$ cat config.mk
export PLATFORM = sky130hd
export DESIGN_NAME = uart_cmd_link
export DESIGN_NICKNAME = d
export VERILOG_FILES = /design/src/rtl/uart_cmd_link.sv
export SDC_FILE = /design/constraint.sdc
export NUM_CORES = 1
export LEC_CHECK = 0
export CAP_MARGIN = 20
export CELL_PAD_IN_SITES_DETAIL_PLACEMENT = 0
export CELL_PAD_IN_SITES_GLOBAL_PLACEMENT = 1
export CORE_MARGIN = 2
export CORE_UTILIZATION = 38
export CTS_CLUSTER_DIAMETER = 40
export DETAILED_ROUTE_END_ITERATION = 8
export GPL_ROUTABILITY_DRIVEN = 0
export PLACE_DENSITY_LB_ADDON = 0.1
export SLEW_MARGIN = 30
export SYNTH_ARGS = -nofsm -noshare
export SYNTH_HDL_FRONTEND = slang
export SYNTH_SLANG_ARGS = --single-unit
$ cat constraint.sdc
create_clock -name clk -period 2.4 [get_ports clk]
set_clock_uncertainty 0.05 [all_clocks]
set_input_delay 0.6 -clock clk [delete_from_list [all_inputs] [get_ports clk]]
set_output_delay 0.6 -clock clk [all_outputs]
set_load 0.01 [all_outputs]
$ cat src/rtl/uart_cmd_link.sv
// uart_cmd_link: sends a Hamming(7,4)-encoded command byte through uart_tx and waits for an ACK byte from uart_rx, retrying on timeout.
// Ports: clk/reset (sync, active-high); cmd_code/cmd_valid/cmd_ready command handshake;
//   data_to_tx/start_tx/tx_busy to uart_tx; data_received/rx_done/parity_error from uart_rx;
//   done/fail one-cycle result pulses; retries = retransmissions used by the current/last command.
module uart_cmd_link #(
   parameter logic [7:0] ACK_BYTE    = 8'h3C,
   parameter int         ACK_TIMEOUT = 48000,
   parameter int         MAX_RETRIES = 3
) (
   input  logic       clk,
   input  logic       reset,
   input  logic [3:0] cmd_code,
   input  logic       cmd_valid,
   output logic       cmd_ready,
   output logic [7:0] data_to_tx,
   output logic       start_tx,
   input  logic       tx_busy,
   input  logic [7:0] data_received,
   input  logic       rx_done,
   input  logic       parity_error,
   output logic       done,
   output logic       fail,
   output logic [3:0] retries
);
   localparam int TW = $clog2(ACK_TIMEOUT + 1);
   typedef enum logic [2:0] {S_IDLE, S_LOAD, S_START, S_WAIT_HI, S_WAIT_LO, S_WAIT_ACK, S_DONE, S_FAIL} state_t;
   state_t state_q, state_d;
   logic [3:0] cmd_q, cmd_d, retries_q, retries_d;
   logic [7:0] data_q, data_d;
   logic [TW-1:0] timer_q, timer_d;
   logic ready_q, ready_d, start_q, start_d, done_q, done_d, fail_q, fail_d;
   logic ack, expired;
   function automatic logic [7:0] hamming(input logic [3:0] d);
      return {1'b1, d[3], d[2], d[1], d[1]^d[2]^d[3], d[0], d[0]^d[2]^d[3], d[0]^d[1]^d[3]};
   endfunction
   assign ack     = rx_done && !parity_error && data_received == ACK_BYTE;
   assign expired = timer_q == TW'(ACK_TIMEOUT - 1);
   always_comb begin
      state_d   = state_q;
      cmd_d     = cmd_q;
      retries_d = retries_q;
      data_d    = data_q;
      timer_d   = timer_q;
      case (state_q)
         S_IDLE:    if (cmd_valid) begin
                       cmd_d     = cmd_code;
                       retries_d = '0;
                       state_d   = S_LOAD;
                    end
         S_LOAD:    begin
                       data_d  = hamming(cmd_q);
                       state_d = S_START;
                    end
         S_START:   state_d = S_WAIT_HI;
         S_WAIT_HI: if (tx_busy) state_d = S_WAIT_LO;
         S_WAIT_LO: if (!tx_busy) begin
                       timer_d = '0;
                       state_d = S_WAIT_ACK;
                    end
         S_WAIT_ACK: begin
                       timer_d = timer_q + 1'b1;
                       // an ACK arriving on the expiry cycle takes priority over a retry
                       if (ack) state_d = S_DONE;
                       else if (expired) begin
                          if (retries_q < 4'(MAX_RETRIES)) begin
                             retries_d = retries_q + 1'b1;
                             state_d   = S_START;
                          end else state_d = S_FAIL;
                       end
                    end
         default:   state_d = S_IDLE;
      endcase
      // outputs are registered from the next state so they line up with the state they describe
      ready_d = state_d == S_IDLE;
      start_d = state_d == S_START;
      done_d  = state_d == S_DONE;
      fail_d  = state_d == S_FAIL;
   end
   always_ff @(posedge clk) begin
      if (reset) begin
         state_q   <= S_IDLE;
         cmd_q     <= '0;
         retries_q <= '0;
         data_q    <= '0;
         timer_q   <= '0;
         ready_q   <= 1'b1;
         start_q   <= 1'b0;
         done_q    <= 1'b0;
         fail_q    <= 1'b0;
      end else begin
         state_q   <= state_d;
         cmd_q     <= cmd_d;
         retries_q <= retries_d;
         data_q    <= data_d;
         timer_q   <= timer_d;
         ready_q   <= ready_d;
         start_q   <= start_d;
         done_q    <= done_d;
         fail_q    <= fail_d;
      end
   end
   assign cmd_ready  = ready_q;
   assign data_to_tx = data_q;
   assign start_tx   = start_q;
   assign done       = done_q;
   assign fail       = fail_q;
   assign retries    = retries_q;
endmodule

# After elaboration in Yosys (flattened, before gate mapping)
# Cells that the tools add are included.
# word_totals
reg_bits	39
word_cells	57
# classes
add_sub_neg	2
order_cmp	1
n_mux	14
eq_ne	15
bitwise_logic	6
reduce_logical	10
# op_table
operator	n
$pmux 16 s2	1
$mux 3	6
$pmux 3 s6	1
$add 16x1->16 const B	1
$eq 16x16->1 const B	1
$mux 16	1
$mux 4	4
$eq 3x3->1 const B	4
$ne 2x2->1 const B	5
$eq 3x2->1 const B	3
$eq 8x6->1 const B	1
$pmux 4 s2	1
$logic_not 3->1	2
$xor 1x1->1	6
$reduce_and 5->1	1
$add 4x1->4 const B	1
$lt 4x2->1 const B	1
$reduce_and 2->1	2
$reduce_bool 2->1	2
$eq 3x1->1 const B	1
$logic_and 1x1->1	2
$logic_not 1->1	1

# Longest topological paths before layout
# Gate-level depths: netlist of run 1.
# depth
word_depth	6
ltp_mapped	7
ltp_nobuf	6

# Worst setup path after synthesis of run 1
# No wires, ideal clock.
# synth_path
kind	input to register
from	input parity_error
to	register done_q, in the netlist done
arrival_time_ns	1.944
path_stages	5
setup_slack_ns	0.326
path_buffers	0
cell_sequence	or4b_2 nor4_4 nor2_1 a21oi_1 nor3b_1
# synth_via
elab_chain_cells	6
# synth_rtl
element	line_no	source
start, declared	20	input logic parity_error,
$logic_not 1->1	36	assign ack = rx_done && !parity_error && data_received == ACK_BYTE;
$logic_and 1x1->1 (2 in a row)	36	
$mux 3	63	if (ack) state_d = S_DONE;
$pmux 3 s6	44	case (state_q)
$eq 3x3->1	76	done_d = state_d == S_DONE;
end signal, assigned	98	done_q <= done_d;
end, declared	31	logic ready_q, ready_d, start_q, start_d, done_q, done_d, fail_q, fail_d;
# Every way passes these cells.
# A chain may end at the register's enable or synchronous reset.

# Worst setup path after layout of run 1
# Same ends and word-level chain as after synthesis.

==> flow_summary.ini, run 1 <==
[status]
status = finished, final reports clean

[placement]
port_buffers = 33
placed_cells = 306
dpl.hpwl_mm = 3.129

[critical_path]
cp.arrival_ns = 2.46
cp_data_required_time_ns = 2.56
start_kind = primary input
path_max_fanout = 4
critPathMaxStageDelay_ns = 0.70
worstPathBufferInverterCount = 1
critPathKind = primary input to flip-flop
rrSetupSlack_ns = 0.29
endpoint_kind = flip-flop
reg2reg_depth = 6
path_delay_family = simple AND/OR/NAND/NOR gates
crit_slowest_cell = or4b_2
startpoint = parity_error
r2r-start = timer_q[0]
r2r_end = retries[0]
crit_cells = 6
cp_cell_sequence = clkdlybuf4s50_1, or4b_2, nor4_4, nor2_1, a21oi_1, nor3b_1

[logic_synthesis]
async_flop_share_pct = 0
seq_area_frac_synth_pct = 42.71
synthTopCellsByArea = dfxtp_1 (43%), nand2_1 (7.0%), nor2_1 (5.7%), a21oi_1 (5.5%), mux2_2 (3.1%)
synth_most_common_cell = dfxtp_1
yosysUniqueCellTypes = 45
ys_ff_latch = 39
syn-cell-area_um2 = 1828
synth_nets = 236
yosys_most_used_dff = dfxtp_1
synth_top_area_share_pct = 42.71
yosysTopAreaCell = dfxtp_1
syn_inst = 216
synthTopCellsByCount = dfxtp_1 (39), nand2_1 (34), nor2_1 (28)
yosys_warnings = 0
syn_avg_cell_area_um2 = 8.463
synth_edf_count = 0

[die]
die_area_um2 = 5382
die_y_um = 73.36
num_rows = 25
start_util_pct = 38.96
core_um2 = 4692
num_io_pins = 34
die_w_um = 73.36

[power_and_ir_drop]
ir_worst_vdd_v = 0.0002073
power.density_nw_per_um2 = 515.2
p_leak_nw = 0.8500

[clock_tree]
clk_latency_ns = 0.29
post_cts_buffers = 0
ctsRootBufferMaster = clkbuf_8
cts_sinks = 39
cts.reportedPaths.clkPinSlew_ns = 0.08
cts_buffers = 5
holdBufCountCts = 0
htree_levels = 2
ctsResizeCount = 0
cts_tree = yes
clock_path_buffers = 2

[global_routing]
top_usage_layer = met2
antenna_found_initial = 0
met2_usage_pct = 26.03
grt_use_met3_pct = 4.252
overflow = 0
first_global_vias = 1492
grt_max_degree = 17
use_met1_pct = 23.25
grt_pass1_wl_mm = 7.065
grt_use_total_pct = 17.15

[routing]
detail_route.wl_per_cell_um = 13.66
drc = 0
vias_per_cell = 5.194
totalWireLength_mm = 4.290
drtPass1Iterations = 4
dr_total_vias = 1631
antenna_left = 0
drt-initial-drc-count = 62

[timing]
slew_headroom_pct = 67.76
rsz0062_at_grt = no
setup_tns_ns = 0
fin_crit_ns = 2.295
clock.fmax_ghz = 0.4357
setup_viol = 0
hold_viol_final = 0
slew_viol_final = 0
finalCritPeriodShare_pct = 95.63
hold_ws_ns = 0.4036
tightest_slew_ns = 0.4786

[hold_path]
hp-class = flip-flop to flip-flop
whs_path_depth = 2
holdPathEnd = data_to_tx[0]
min_from = data_to_tx[0]

[final_layout]
fillers = 473
antennaDiodeCount = 0
postLayoutCoreUtil_pct = 50.45
syn2layout_area_growth_pct = 29.50
fin_cells = 314
num-nets-final = 279
drive_above_1_share_pct = 14.23

[run]
maxCapViolCount = 0
==> flip-flops by register name (all words and copies together) (netlist names) <==
name,count
fail,1
state_q,3
retries,4
timer_q,16
cmd_q,4
done,1
start_tx,1
cmd_ready,1
data_to_tx,8
==> per-stage QoR <==
step | cell area, µm² | power, mW | setup WS [ns]
after floorplan | 1828 | 0.7392 | 0.3258
after global placement | 2286 | 0.8045 | -0.1639
after detailed placement | 2286 | 0.8039 | -0.1855
after CTS | 2367 | 1.242 | 0.1147
after global routing | 2367 | 1.275 | 0.01270
final | 2367 | 1.220 | 0.1048
==> layer usage <==
metal | part of all wire (%) | wire length (µm)
met1 | 49 | 2112
met2 | 45 | 1943
met3 | 3.9 | 167
met4 | 1.5 | 66
met5 | 0 | 0
==> cells by family (layout without fill, tap and decap cells) <==
family | Yosys count | in the layout | synth area share [%]
and+or+nand+nor | 106 | 106 | 32.38
buffers and inverters | 14 | 58 | 3.080
DFF | 39 | 39 | 42.71
xor gates and xnor gates | 5 | 5 | 2.396
muxes | 5 | 5 | 3.080
adders and majority gates | 2 | 2 | 1.369
AOI/OAI and AO/OA | 45 | 45 | 14.99
==> worst register-to-register path, delay by kind of cell (launching register included) <==
family / cells / cell delay, ns
adders and majority gates: 1 / 0.21
DFF: 1 / 0.38
and+or+nand+nor: 5 / 1.42
==> layout by cell type, fill, tap and decap left out, types with 2 or more instances in the layout <==
master,Yosys,layout
a211oi_1,2,2
a21oi_1,20,20
a22oi_1,3,3
a311oi_1,4,4
a31oi_1,3,3
and2_1,4,4
and3_1,2,2
buf_4,1,14
clkbuf_1,10,2
clkbuf_8,0,5
clkdlybuf4s50_1,0,33
dfxtp_1,39,39
ha_1,2,2
inv_1,3,3
mux2_2,5,5
nand2_1,34,34
nand3_1,7,7
nand3_2,2,2
nand4_1,5,5
nor2_1,28,28
nor2b_1,2,2
nor3_1,3,3
nor3b_1,3,3
o211ai_1,2,2
o21ai_0,6,6
or4b_1,2,2
xnor2_1,3,3
xor2_1,2,2
==> worst max path at each step <==
stage,endpoint,slack (ns)
2_1_floorplan,done,0.33
3_3_place_gp,done,-0.16
3_5_place_dp,done,-0.19
4_1_cts,done,0.11
5_1_grt,done,0.01
6_report,done,0.10
==> layout make-up <==
type                    instances  area (µm²)  area share [%]
multi-input cells             163       991.0           41.86
repair buffers                 47       435.4           18.39
clock inverters                 1       5.005          0.2114
clock buffers                   7       76.32           3.224
well taps                      54       67.56           2.854
flip-flops and latches         39       780.7           32.98
inverters                       3       11.26          0.4757
==> power by group <==
part | switching, mW | internal, mW | total (mW) | leakage [nW]
Combinational | 0.0551 | 0.0645 | 0.120 | 0.492
Clock | 0.227 | 0.204 | 0.432 | 0.0422
Sequential | 0.00914 | 0.659 | 0.669 | 0.316
Power figures use the tool's default switching activity.
==> run 2: changes to the inputs <==
--- a/config.mk
+++ b/config.mk
@@ -8,7 +8,6 @@
 export CAP_MARGIN = 20
 export CELL_PAD_IN_SITES_DETAIL_PLACEMENT = 0
 export CELL_PAD_IN_SITES_GLOBAL_PLACEMENT = 1
-export CORE_MARGIN = 2
 export CORE_UTILIZATION = 38
 export CTS_CLUSTER_DIAMETER = 40
 export DETAILED_ROUTE_END_ITERATION = 8
==> run 2 against run 1 <==
  * The flow now finishes with violations (design-rule violations)
  * Routed wire length rose by 0.12%
  * Non-clock buffer count fell by 2
  * Core utilization rose by 2.5 points
  * Critical endpoint unchanged
  * Largest cell class unchanged
  * Largest power group unchanged
==> flow_summary.ini, run 2 (same netlist as run 1, synthesis figures left out) <==
[placement]
dpl.hpwl_mm = 3.110
pre_cts_slack_ns = -0.2051
placed_cells = 302
place_area_um2 = 2281
port_buffers = 33

[power_and_ir_drop]
p_leak_nw = 0.8494
ir_worst_vdd_v = 0.0002949
power_mw = 1.245
power.density_nw_per_um2 = 525.5

[timing]
fin_ws_ns = 0.1320
slew_headroom_pct = 66.75
finalCritPeriodShare_pct = 94.50
tightest_slew_ns = 0.4977
slew_viol_final = 0
setup_tns_ns = 0
hold_viol_final = 0
fin_crit_ns = 2.268
rsz0062_at_grt = no
setup_viol = 0
clock.fmax_ghz = 0.4409

[die]
core_um2 = 4474
num_io_pins = 34
start_util_pct = 40.86
die_area_um2 = 5092
num_rows = 24
die_w_um = 71.36
die_y_um = 71.36

[routing]
totalWireLength_mm = 4.295
drc = 3
drt-initial-drc-count = 82
antenna_left = 0
detail_route.wl_per_cell_um = 13.90
dr_total_vias = 1625
drtPass1Iterations = 7
vias_per_cell = 5.259

[global_routing]
first_global_vias = 1526
use_met1_pct = 25.44
overflow = 0
top_usage_layer = met2
antenna_found_initial = 0
grt_pass1_wl_mm = 7.355
grt_max_degree = 22
met2_usage_pct = 28.47
grt_use_total_pct = 18.86
grt_use_met3_pct = 3.938

[final_layout]
layout_common_cells = dfxtp_1 (39), nand2_1 (34), clkdlybuf4s50_1 (33)
fillers = 421
layout_commonest_cell = dfxtp_1
syn2layout_area_growth_pct = 29.57
largest_reg_flops = 16
fin_cells = 309
regMostFlops = timer_q
drive_above_1_share_pct = 14.01
antennaDiodeCount = 0
num-nets-final = 277
design_area_um2 = 2369

[critical_path]
startpoint = parity_error
path_max_fanout = 4
rrSetupSlack_ns = 0.27
crit_slowest_cell = or4b_2
start_kind = primary input
critPathMaxStageDelay_ns = 0.70
critPathKind = primary input to flip-flop
endpoint_kind = flip-flop
cp_cell_sequence = clkdlybuf4s50_1, or4b_2, nor4_4, nor2_1, a21oi_1, nor3b_1
cp_data_required_time_ns = 2.57
cp.arrival_ns = 2.44
r2r-start = timer_q[0]

[clock_tree]
cts_sinks = 39
cts_buffers = 5
cts_tree = yes
post_cts_buffers = 0
htree_levels = 2
clock_path_buffers = 2
ctsRootBufferMaster = clkbuf_8
cts.reportedPaths.clkPinSlew_ns = 0.08
holdBufCountCts = 0
clk_latency_ns = 0.30
ctsResizeCount = 0

[hold_path]
min_from = data_to_tx[5]
hp-class = flip-flop to flip-flop

[run]
maxCapViolCount = 0

[status]
status = finished, violations left
violations = design-rule violations
==> run 2: layout make-up <==
| type | instances | area, µm² | area share, % |
|---|---|---|---|
| multi-input combinational | 163 | 991.0 | 41.84 |
| sequential | 39 | 780.7 | 32.96 |
| timing repair buffer | 45 | 432.9 | 18.28 |
| clock buffer | 6 | 82.58 | 3.487 |
| tap | 52 | 65.06 | 2.747 |
| inverter | 3 | 11.26 | 0.4754 |
| clock inverter | 1 | 5.005 | 0.2113 |
==> run 2: critical path, delay by kind of cell <==
family                 cells  cell delay, ns
and+or+nand+nor            4            1.21
buffers and inverters      1            0.39
AOI/OAI and AO/OA          1            0.25
==> run 2: path summary, 6_finish.rpt <==
path	depth (start not counted)	to
worst min register to register	2	data_to_tx[5]
worst min-delay path	2	data_to_tx[5]
worst max register to register	6	retries[0]
worst max-delay path	6	done
==> run 2: report_power, final <==
group	internal (mW)	total (mW)	switching, mW
Clock	0.226	0.458	0.232
Combinational	0.0642	0.115	0.0512
Sequential	0.659	0.672	0.0121
Total	0.949	1.24	0.295
==> run 2: per-stage QoR <==
step / hold WS (ns) / util [%]
6_report: 0.4094 / 52.94
5_1_grt: 0.4499 / 52.94
4_1_cts: 0.4112 / 52.94
3_5_place_dp: 0.3994 / 50.98
3_3_place_gp: 0.3919 / 50.98
2_1_floorplan: 0.4068 / -
==> run 2: routing by layer <==
layer  share of wire (%)  vias up
li1                    -      847
met1                  51      741
met2                  43       31
met3                 4.7        6
met4                 1.1        0
met5                   0        -
